## src/rtl/wm_pkg.sv

```systemverilog
// Shared definitions for the washing machine controller.
// Holds the Gray-coded program state encoding and the clk_freq select codes.
package wm_pkg;

    typedef enum logic [2:0] {
        S_IDLE  = 3'b000,
        S_FILL  = 3'b001,
        S_WASH  = 3'b011,
        S_RINSE = 3'b010,
        S_SPIN  = 3'b110,
        S_DONE  = 3'b111
    } state_t;

    // clk_freq select: clock is 1x/2x/4x/8x BASE_DIV cycles per second
    localparam logic [1:0] FREQ_1X = 2'b00;
    localparam logic [1:0] FREQ_2X = 2'b01;
    localparam logic [1:0] FREQ_4X = 2'b10;
    localparam logic [1:0] FREQ_8X = 2'b11;

endpackage

```

## src/rtl/wm_tick_gen.sv

```systemverilog
// Seconds prescaler: emits a one-cycle tick every (BASE_DIV << div_sel) cycles.
// Ports: clk, rst (sync, active-high), div_sel (clk rate select),
//        clear (restart count), freeze (hold count, no tick), tick (out).
module wm_tick_gen
    import wm_pkg::*;
#(
    parameter int BASE_DIV = 1000000
) (
    input  logic       clk,
    input  logic       rst,
    input  logic [1:0] div_sel,
    input  logic       clear,
    input  logic       freeze,
    output logic       tick
);

    localparam int DIV_W = $clog2(BASE_DIV * 8);

    logic [DIV_W-1:0] cnt;
    logic [DIV_W-1:0] term;

    assign term = DIV_W'((BASE_DIV << div_sel) - 1);
    assign tick = !freeze && (cnt == term);

    always_ff @(posedge clk) begin
        if (rst) begin
            cnt <= '0;
        end else if (clear) begin
            cnt <= '0;
        end else if (!freeze) begin
            if (cnt == term) begin
                cnt <= '0;
            end else begin
                cnt <= cnt + DIV_W'(1);
            end
        end
    end

endmodule

```

## src/rtl/wash_controller_gen2.sv

```systemverilog
// Washing machine program sequencer: FILL/WASH/RINSE loops, then SPIN, DONE.
// Ports: clk, rst (sync, active-high), clk_freq, coin_in, wash_loops,
//        timer_pause, abort in; state, busy, paused, loops_left, wash_done out.
module wash_controller_gen2
    import wm_pkg::*;
#(
    parameter int BASE_DIV  = 1000000,
    parameter int FILL_S    = 120,
    parameter int WASH_S    = 300,
    parameter int RINSE_S   = 120,
    parameter int SPIN_S    = 60,
    parameter int MAX_LOOPS = 3,
    parameter int CYC_W     = $clog2(MAX_LOOPS + 1)
) (
    input  logic             clk,
    input  logic             rst,
    input  logic [1:0]       clk_freq,
    input  logic             coin_in,
    input  logic [CYC_W-1:0] wash_loops,
    input  logic             timer_pause,
    input  logic             abort,
    output logic [2:0]       state,
    output logic             busy,
    output logic             paused,
    output logic [CYC_W-1:0] loops_left,
    output logic             wash_done
);

    localparam int MAX_A = (FILL_S > WASH_S) ? FILL_S : WASH_S;
    localparam int MAX_B = (RINSE_S > SPIN_S) ? RINSE_S : SPIN_S;
    localparam int MAX_S = (MAX_A > MAX_B) ? MAX_A : MAX_B;
    localparam int SEC_W = (MAX_S > 1) ? $clog2(MAX_S) : 1;

    localparam logic [SEC_W-1:0] FILL_L  = SEC_W'(FILL_S - 1);
    localparam logic [SEC_W-1:0] WASH_L  = SEC_W'(WASH_S - 1);
    localparam logic [SEC_W-1:0] RINSE_L = SEC_W'(RINSE_S - 1);
    localparam logic [SEC_W-1:0] SPIN_L  = SEC_W'(SPIN_S - 1);

    localparam logic [CYC_W-1:0] LOOP_ONE = CYC_W'(1);
    localparam logic [CYC_W-1:0] LOOP_MAX = CYC_W'(MAX_LOOPS);

    state_t           state_q;
    state_t           state_n;
    logic [SEC_W-1:0] sec_q;
    logic [SEC_W-1:0] last_sec;
    logic [1:0]       freq_q;
    logic [CYC_W-1:0] loops_q;
    logic [CYC_W-1:0] loops_req;
    logic             busy_q;
    logic             paused_q;
    logic             done_q;
    logic             tick;
    logic             clear;
    logic             freeze;
    logic             phase_end;

    wm_tick_gen #(
        .BASE_DIV(BASE_DIV)
    ) u_tick (
        .clk    (clk),
        .rst    (rst),
        .div_sel(freq_q),
        .clear  (clear),
        .freeze (freeze),
        .tick   (tick)
    );

    always_comb begin
        loops_req = wash_loops;
        if (wash_loops == '0) begin
            loops_req = LOOP_ONE;
        end else if (wash_loops > LOOP_MAX) begin
            loops_req = LOOP_MAX;
        end
    end

    always_comb begin
        last_sec = '0;
        unique case (state_q)
            S_FILL:  last_sec = FILL_L;
            S_WASH:  last_sec = WASH_L;
            S_RINSE: last_sec = RINSE_L;
            S_SPIN:  last_sec = SPIN_L;
            default: last_sec = '0;
        endcase
    end

    // IDLE keeps the prescaler parked at zero; pause holds it mid-count
    assign freeze    = (state_q == S_IDLE) || timer_pause;
    assign phase_end = tick && (sec_q == last_sec);

    always_comb begin
        state_n = state_q;
        if (state_q != S_IDLE && abort) begin
            state_n = S_IDLE;
        end else begin
            unique case (state_q)
                S_IDLE: begin
                    if (coin_in && !abort) state_n = S_FILL;
                end
                S_FILL: begin
                    if (phase_end) state_n = S_WASH;
                end
                S_WASH: begin
                    if (phase_end) state_n = S_RINSE;
                end
                S_RINSE: begin
                    if (phase_end) begin
                        state_n = (loops_q > LOOP_ONE) ? S_FILL : S_SPIN;
                    end
                end
                S_SPIN: begin
                    if (phase_end) state_n = S_DONE;
                end
                S_DONE: begin
                    state_n = S_IDLE;
                end
                default: begin
                    state_n = S_IDLE;
                end
            endcase
        end
    end

    // Every state entry restarts the prescaler and second count
    assign clear = (state_n != state_q);

    always_ff @(posedge clk) begin
        if (rst) begin
            state_q  <= S_IDLE;
            sec_q    <= '0;
            freq_q   <= '0;
            loops_q  <= '0;
            busy_q   <= 1'b0;
            paused_q <= 1'b0;
            done_q   <= 1'b0;
        end else begin
            state_q  <= state_n;
            busy_q   <= (state_n != S_IDLE);
            paused_q <= (state_q != S_IDLE) && (state_n != S_IDLE)
                        && timer_pause;
            done_q   <= (state_n == S_DONE);

            if (clear) begin
                sec_q <= '0;
            end else if (tick) begin
                sec_q <= sec_q + SEC_W'(1);
            end

            if (state_q == S_IDLE && state_n == S_FILL) begin
                freq_q  <= clk_freq;
                loops_q <= loops_req;
            end else if (state_q == S_RINSE && state_n == S_FILL) begin
                loops_q <= loops_q - LOOP_ONE;
            end else if (state_n == S_IDLE) begin
                freq_q  <= '0;
                loops_q <= '0;
            end
        end
    end

    assign state      = state_q;
    assign busy       = busy_q;
    assign paused     = paused_q;
    assign loops_left = loops_q;
    assign wash_done  = done_q;

endmodule

```

## config.mk

```make
export PLATFORM = sky130hd
export DESIGN_NAME = wash_controller_gen2
export DESIGN_NICKNAME = d
export VERILOG_FILES = /design/src/rtl/wm_pkg.sv /design/src/rtl/wm_tick_gen.sv /design/src/rtl/wash_controller_gen2.sv
export SDC_FILE = /design/constraint.sdc
export NUM_CORES = 1
export LEC_CHECK = 0
export CAP_MARGIN = 10
export CORE_ASPECT_RATIO = 1.1
export CORE_MARGIN = 1
export CORE_UTILIZATION = 50
export CTS_CLUSTER_SIZE = 20
export DETAILED_ROUTE_END_ITERATION = 16
export GPL_TIMING_DRIVEN = 0
export MAX_ROUTING_LAYER = met4
export PLACE_DENSITY = 0.75
export SKIP_LAST_GASP = 1
export SLEW_MARGIN = 5
export SYNTH_ARGS = -nofsm -noshare
export SYNTH_HDL_FRONTEND = slang
export SYNTH_SLANG_ARGS = --single-unit
```

## constraint.sdc

```tcl
create_clock -name clk -period 4 [get_ports clk]
set_clock_uncertainty 0.15 [all_clocks]
set_input_delay 0.8 -clock clk [delete_from_list [all_inputs] [get_ports clk]]
set_output_delay 0.8 -clock clk [all_outputs]
set_load 0.02 [all_outputs]
```

==> out/summary.txt, run 1 <==
Outcome -> complete, no violations
Setup Viol. Count Final -> 0
Commonest non-fill, non-tap cell in the layout -> nor2_1
Core ar. -> 0.00475 mm²
Setup crit end kind -> register
Routed WL -> 5.20 mm
Via count -> 2141
DP HPWL -> 3.84 mm
Post-route antenna net violation count -> 0
Worst path cell trace -> inv_1, ha_1, or3_1, a211oi_1, nand4_1, nor4_2, nor4b_2, a2bb2oi_1, a21oi_2, a31o_1
Initial antenna violation count -> 0
Initial core utilization -> 53.0%
Synth Instances -> 298
DR pass1 iterations -> 4
PnR worst setup slack -> 0.503 ns
Register area share after synthesis -> 33.4%
Largest net degree at the start of global routing -> 17
Met2 routed WL -> 2.49 mm
Unrepaired setup endpoints after global routing -> no
WHS Path Cells -> 2
Antenna Cells -> 0
Worst path slowest cell -> nor4_2
Final TNS setup -> 0 ns
Max IR drop VDD -> 164 µV
Sequential Power Share -> 53.5%
Clock Path Buffers -> 2
Remaining DRCs -> 0
Hold Path Class -> register to register
Synthesized Nets -> 317
Critical Path Source Type -> register
Routed length on met3 -> 208 µm
Post-Route M1 WL -> 2.38 mm
Grt total ovfl -> 0
PortBufs -> 15
Top sig layer -> met4
Maxcap violations -> 0
GRT Total Usage -> 22.0%
Via-per-instance ratio -> 5.68
Post-route clock period utilization -> 87.4%
Fill cells -> 428
CTS Buf Count -> 5
Fin area -> 0.00283 mm²
Syn avg cell area -> 8.44 µm²
Final Hold Violating Endpoints -> 0
Arrival @ worst endpoint -> 3.55 ns
Area grow syn2layout -> 12.6%
First-pass GRT wire length -> 9.29 mm
Number of setup buffers added after CTS -> 0
Worst-path clk slew -> 0.10 ns
NumNets Final -> 339
Routed length per instance -> 13.8 µm
Reg2Reg Depth -> 10
Final Max Tran Viols -> 0
Stages on worst setup path -> 10
Mapped Area -> 0.00251 mm²
CTS tree -> done
Ys async rst share -> 0%
DRT iter0 DRCs -> 138
Post-cts sizing count -> 0
Clock share of power -> 37.4%
Worst Path Max Fanout -> 8
Post-synth EDFFs -> 0
Switching part of the total -> 26.7%
Crit path buf inv count -> 1
DP Area -> 0.00274 mm²
Die height -> 76.4 µm
Vias in the first global route -> 2137
Hold_buf cts -> 0
Comb pwr share -> 9.1%
Total die area -> 0.00532 mm²
Setup Crit Path Kind -> register to register
Row Count -> 26
Total Power -> 0.792 mW
Rel. slew slack -> 52.6%
Post-synthesis register bit count -> 42
Die outline width -> 69.6 µm
Layout cell share with drive strength beyond 1 -> 9.66%
Switch Pwr -> 0.211 mW
Fmax -> 286 MHz
Post-synth cell types -> 55
Most frequent cells in the layout -> 49 x nor2_1, 42 x dfxtp_1, 25 x nand2_1
Place WS -> 0.349 ns
CP top delay family -> simple AND/OR/NAND/NOR gates
H-tree levels -> 2
Main synth FF type -> dfxtp_1
Data required time at the worst endpoint -> 4.06 ns
Final min period -> 3.50 ns
Root Buffer -> clkbuf_8
Clk_lat worst skew -> 0.31 ns
Leak Pwr -> 0.952 nW
Clock Sinks -> 42
I/O pin count -> 17
Largest stage delay, worst path -> 0.55 ns
Cell Int Power -> 0.581 mW
Ys Warns -> 0
Placer Congestion -> 0.905
Power per cell area -> 280 mW/mm²
Slew @ Worst Pin -> 0.705 ns
## path summary, 6_finish.rpt
path                                     from            end  slack, ns
worst max-delay path                freq_q[1]      freq_q[1]       0.50
worst min-delay path            u_tick.cnt[1]  u_tick.cnt[1]       0.35
worst max register to register      freq_q[1]      freq_q[1]       0.50
worst min register to register  u_tick.cnt[1]  u_tick.cnt[1]       0.35
## final cells by class
class	instances	area, µm²	share of cell area [%]
repair buffers	15	150	5.30
clock buffers	5	68.8	2.43
well taps	56	70.1	2.47
plain buffers	10	56.3	1.99
flip-flops and latches	42	841	29.7
inverters	9	33.8	1.19
clock inverters	3	28.8	1.02
multi-input cells	237	1580	55.9
## per-stage QoR
stage	hold slack [ns]	utilization, %	instances
finish	0.348	59.6	377
global route	0.392	59.6	377
CTS	0.352	59.6	377
detailed placement	0.337	57.6	369
global placement	0.330	57.6	369
floorplan	0.312	-	298
## flip-flops by register name (all words and copies together) (netlist names)
| name | flops |
|---|---|
| freq_q | 2 |
| loops_left | 2 |
| sec_q | 9 |
| u_tick.cnt | 23 |
| state | 3 |
| busy | 1 |
| paused | 1 |
| wash_done | 1 |
## cells by family (layout without fill, tap and decap cells)
| group | count (synthesis) | count (layout) | synth area share (%) |
|---|---|---|---|
| multiplexers | 1 | 1 | 0.398 |
| adder cells (fa/ha/maj) | 10 | 10 | 4.98 |
| AND/OR/NAND/NOR | 154 | 154 | 32.6 |
| flip-flops | 42 | 42 | 33.4 |
| AO/OA/AOI/OAI | 35 | 35 | 12.1 |
| XOR/XNOR | 37 | 37 | 12.9 |
| buffers and inverters | 19 | 42 | 3.58 |
## synth_stat cells (all sizes together) (5+ instances only)
| cell type | instances | share of area, % |
|---|---|---|
| nor2 | 49 | 7.3 |
| dfxtp | 42 | 33 |
| nand2 | 25 | 3.7 |
| xor2 | 21 | 7.3 |
| xnor2 | 16 | 5.6 |
| nand3 | 15 | 3.0 |
| ha | 10 | 5.0 |
| nor3 | 10 | 2.2 |
| inv | 9 | 1.3 |
| nand4 | 9 | 2.2 |
| nor4 | 7 | 2.8 |
| buf | 6 | 1.6 |
| nand2b | 6 | 1.5 |
| or3 | 6 | 1.5 |
| a21oi | 5 | 1.1 |
| or2 | 5 | 1.2 |
## power groups by stage
stage / Sequential, mW / Combinational [mW] / Clock (mW)
final: 0.423 / 0.0721 / 0.296
after global routing: 0.424 / 0.0793 / 0.321
after CTS: 0.424 / 0.0722 / 0.306
after detailed placement: 0.433 / 0.0721 / 0
after global placement: 0.433 / 0.0709 / 0
after floorplan: 0.435 / 0.0469 / 0
## per-layer routing
metal | GRT usage (%) | up-vias
met5 | - | -
met4 | 11.0 | 0
met3 | 3.84 | 10
met2 | 35.6 | 51
met1 | 26.2 | 991
li1 | - | 1089
## worst reg2reg max path: stages, from the launching register on
cell       delay, ns
dfxtp_1         0.48
inv_1           0.13
ha_1            0.23
or3_1           0.34
a211oi_1        0.25
nand4_1         0.14
nor4_2          0.55
nor4b_2         0.42
a2bb2oi_1       0.34
a21oi_2         0.13
a31o_1          0.23
Note: power is estimated with default switching activity, not from simulation.
==> run 2, diff against run 1 <==
--- a/config.mk
+++ b/config.mk
@@ -9,6 +9,7 @@
 export CORE_ASPECT_RATIO = 1.1
 export CORE_MARGIN = 1
 export CORE_UTILIZATION = 50
+export CTS_CLUSTER_DIAMETER = 120
 export CTS_CLUSTER_SIZE = 20
 export DETAILED_ROUTE_END_ITERATION = 16
 export GPL_TIMING_DRIVEN = 0
==> constraint.sdc (replaced) <==
create_clock -name clk -period 4.5 [get_ports clk]
set_clock_uncertainty 0.15 [all_clocks]
set_input_delay 0.9 -clock clk [delete_from_list [all_inputs] [get_ports clk]]
set_output_delay 0.9 -clock clk [all_outputs]
set_load 0.02 [all_outputs]
==> results of run 2 <==
The final DEF is identical to that of run 1. Status: complete, no violations.
Among the figures that moved: setup slack after placement 0.349 ns -> 0.749 ns; setup slack after layout 0.503 ns -> 1.00 ns; register-to-register setup slack 0.50 ns -> 1.00 ns; total power 0.792 mW -> 0.704 mW; worst IR drop on VDD 164 µV -> 146 µV
==> run 3, diff against run 2 <==
==> constraint.sdc (replaced) <==
create_clock -name clk -period 3.36 [get_ports clk]
set_clock_uncertainty 0.15 [all_clocks]
set_input_delay 0.672 -clock clk [delete_from_list [all_inputs] [get_ports clk]]
set_output_delay 0.672 -clock clk [all_outputs]
set_load 0.02 [all_outputs]
==> out/summary.txt, run 3 (synthesized netlist as in run 1, its figures left out) <==
First-pass GRT wire length -> 9.34 mm
Reg2Reg Depth -> 10
Vias in the first global route -> 2141
Rel. slew slack -> 49.6%
GRT Total Usage -> 22.1%
Data required time at the worst endpoint -> 3.41 ns
Clock Path Buffers -> 2
Setup Viol. Count Final -> 0
Hold Path Class -> register to register
Die height -> 76.4 µm
Hold slack -> 0.348 ns
Arrival @ worst endpoint -> 3.22 ns
Reg2reg start -> freq_q[0]
Commonest non-fill, non-tap cell in the layout -> nor2_1
Reg2Reg Setup Slack -> 0.19 ns
Final core area utilization -> 61.4%
Final Instance Count excl. Fillers -> 380
Most flops, register -> u_tick.cnt
PortBufs -> 15
Worst-path clk slew -> 0.10 ns
Reg-to-Reg End -> freq_q[1]
Die outline width -> 69.6 µm
H-tree levels -> 2
Via-per-instance ratio -> 5.65
Setup crit start -> freq_q[0]
Max IR drop VDD -> 198 µV
Fill cells -> 414
Leak Pwr -> 0.992 nW
Final Hold Violating Endpoints -> 0
Setup Crit Path Kind -> register to register
Clk_lat worst skew -> 0.31 ns
Initial core utilization -> 53.0%
Routed length per instance -> 14.1 µm
Slew @ Worst Pin -> 0.757 ns
DR pass1 iterations -> 4
Power per cell area -> 326 mW/mm²
Final min period -> 3.17 ns
Fmax -> 315 MHz
DRT iter0 DRCs -> 129
Post-route clock period utilization -> 94.5%
Most frequent cells in the layout -> 49 x nor2_1, 40 x dfxtp_1, 25 x nand2_1
WHS Path Cells -> 2
Switching part of the total -> 26.8%
Unrepaired setup endpoints after global routing -> no
CTS Buf Count -> 5
Initial antenna violation count -> 0
Layout cell share with drive strength beyond 1 -> 13.0%
Via count -> 2147
Antenna Cells -> 0
Remaining DRCs -> 0
Post-route antenna net violation count -> 0
Routed WL -> 5.34 mm
Root Buffer -> clkbuf_8
Sequential Power Share -> 53.0%
DP HPWL -> 3.84 mm
Place WS -> -0.163 ns
Final TNS setup -> 0 ns
Clock Sinks -> 42
Comb pwr share -> 10.0%
Final Max Tran Viols -> 0
Dpl cells -> 369
Outcome -> complete, no violations
Worst Path Max Fanout -> 5
Row Count -> 26
Maxcap violations -> 0
Switch Pwr -> 0.255 mW
Core ar. -> 0.00475 mm²
Grt total ovfl -> 0
Hold Crit Start -> u_tick.cnt[1]
Total die area -> 0.00532 mm²
Hold_buf cts -> 0
Hold Crit Endpoint -> u_tick.cnt[1]
I/O pin count -> 17
Largest net degree at the start of global routing -> 17
CTS tree -> done
PnR worst setup slack -> 0.186 ns
Clock share of power -> 37.0%
Area of the multi-input gates -> 0.00163 mm²
Placer Congestion -> 0.905
Area grow syn2layout -> 15.9%
Cell Int Power -> 0.697 mW
NumNets Final -> 342
Critical Path Source Type -> register
Max reg flops -> 23
Storage element area -> 843 µm²
Setup crit end kind -> register
run 3: cell types whose count changed in the layout (fill, tap and decap cells not counted), moves of 2 or more:
cell,delta
nor3_1,-2
dfxtp_1,-2
nor3_2,+2
dfxtp_2,+2
buf_4,+3
o31ai_1,-2
o31ai_2,+2
run 3: layout make-up:
class / count / area share (%)
multi-input combinational: 237 / 56.1
sequential: 42 / 28.9
timing repair buffer: 18 / 5.93
tap: 56 / 2.40
clock buffer: 5 / 2.36
buffer: 10 / 2.15
inverter: 9 / 1.16
clock inverter: 3 / 0.988
run 3: worst max-delay path, stage by stage (launching register included):
cell	delay, ns
dfxtp_2	0.38
inv_1	0.10
ha_1	0.26
and3b_1	0.28
xnor2_1	0.14
a31oi_1	0.17
or4_4	0.57
o31a_1	0.30
nor3_2	0.35
a21oi_2	0.13
a31o_1	0.23
run 3: layer usage:
metal  GRT usage [%]  part of all wire [%]
met5               -                     0
met1            26.5                    46
met2            35.6                    48
met4            11.0                   2.2
met3            3.84                   3.4
run 3: worst max-delay path by stage:
stage / endpoint / cells past startpoint / slack [ns]
3_5_place_dp: freq_q[1] / 7 / -0.16
6_report: freq_q[1] / 10 / 0.19
3_3_place_gp: freq_q[0] / 7 / -0.14
4_1_cts: u_tick.cnt[12] / 12 / 0.01
5_1_grt: u_tick.cnt[17] / 12 / 0.02
2_1_floorplan: u_tick.cnt[22] / 12 / 0.37
run 3: what timing repair did:
item                                    in CTS  in global routing
cloned                                       0                  0
pin swaps                                    0                  1
endpoints found under the setup margin       6                 34
gates resized for setup                      2                 11
setup buffers                                0                  3
run 3: power groups by stage:
| stage | clock [mW] | combinational, mW | sequential [mW] |
|---|---|---|---|
| 2_1_floorplan | 0 | 0.0558 | 0.518 |
| 3_3_place_gp | 0 | 0.0844 | 0.516 |
| 3_5_place_dp | 0 | 0.0858 | 0.516 |
| 4_1_cts | 0.365 | 0.0870 | 0.504 |
| 5_1_grt | 0.382 | 0.104 | 0.505 |
| 6_report | 0.352 | 0.0949 | 0.504 |
run 3: stage by stage:
step | cell area [µm²] | power (mW)
5_1_grt | 2910 | 0.990
3_5_place_dp | 2740 | 0.602
4_1_cts | 2850 | 0.956
3_3_place_gp | 2740 | 0.600
2_1_floorplan | 2510 | 0.574
6_report | 2910 | 0.951
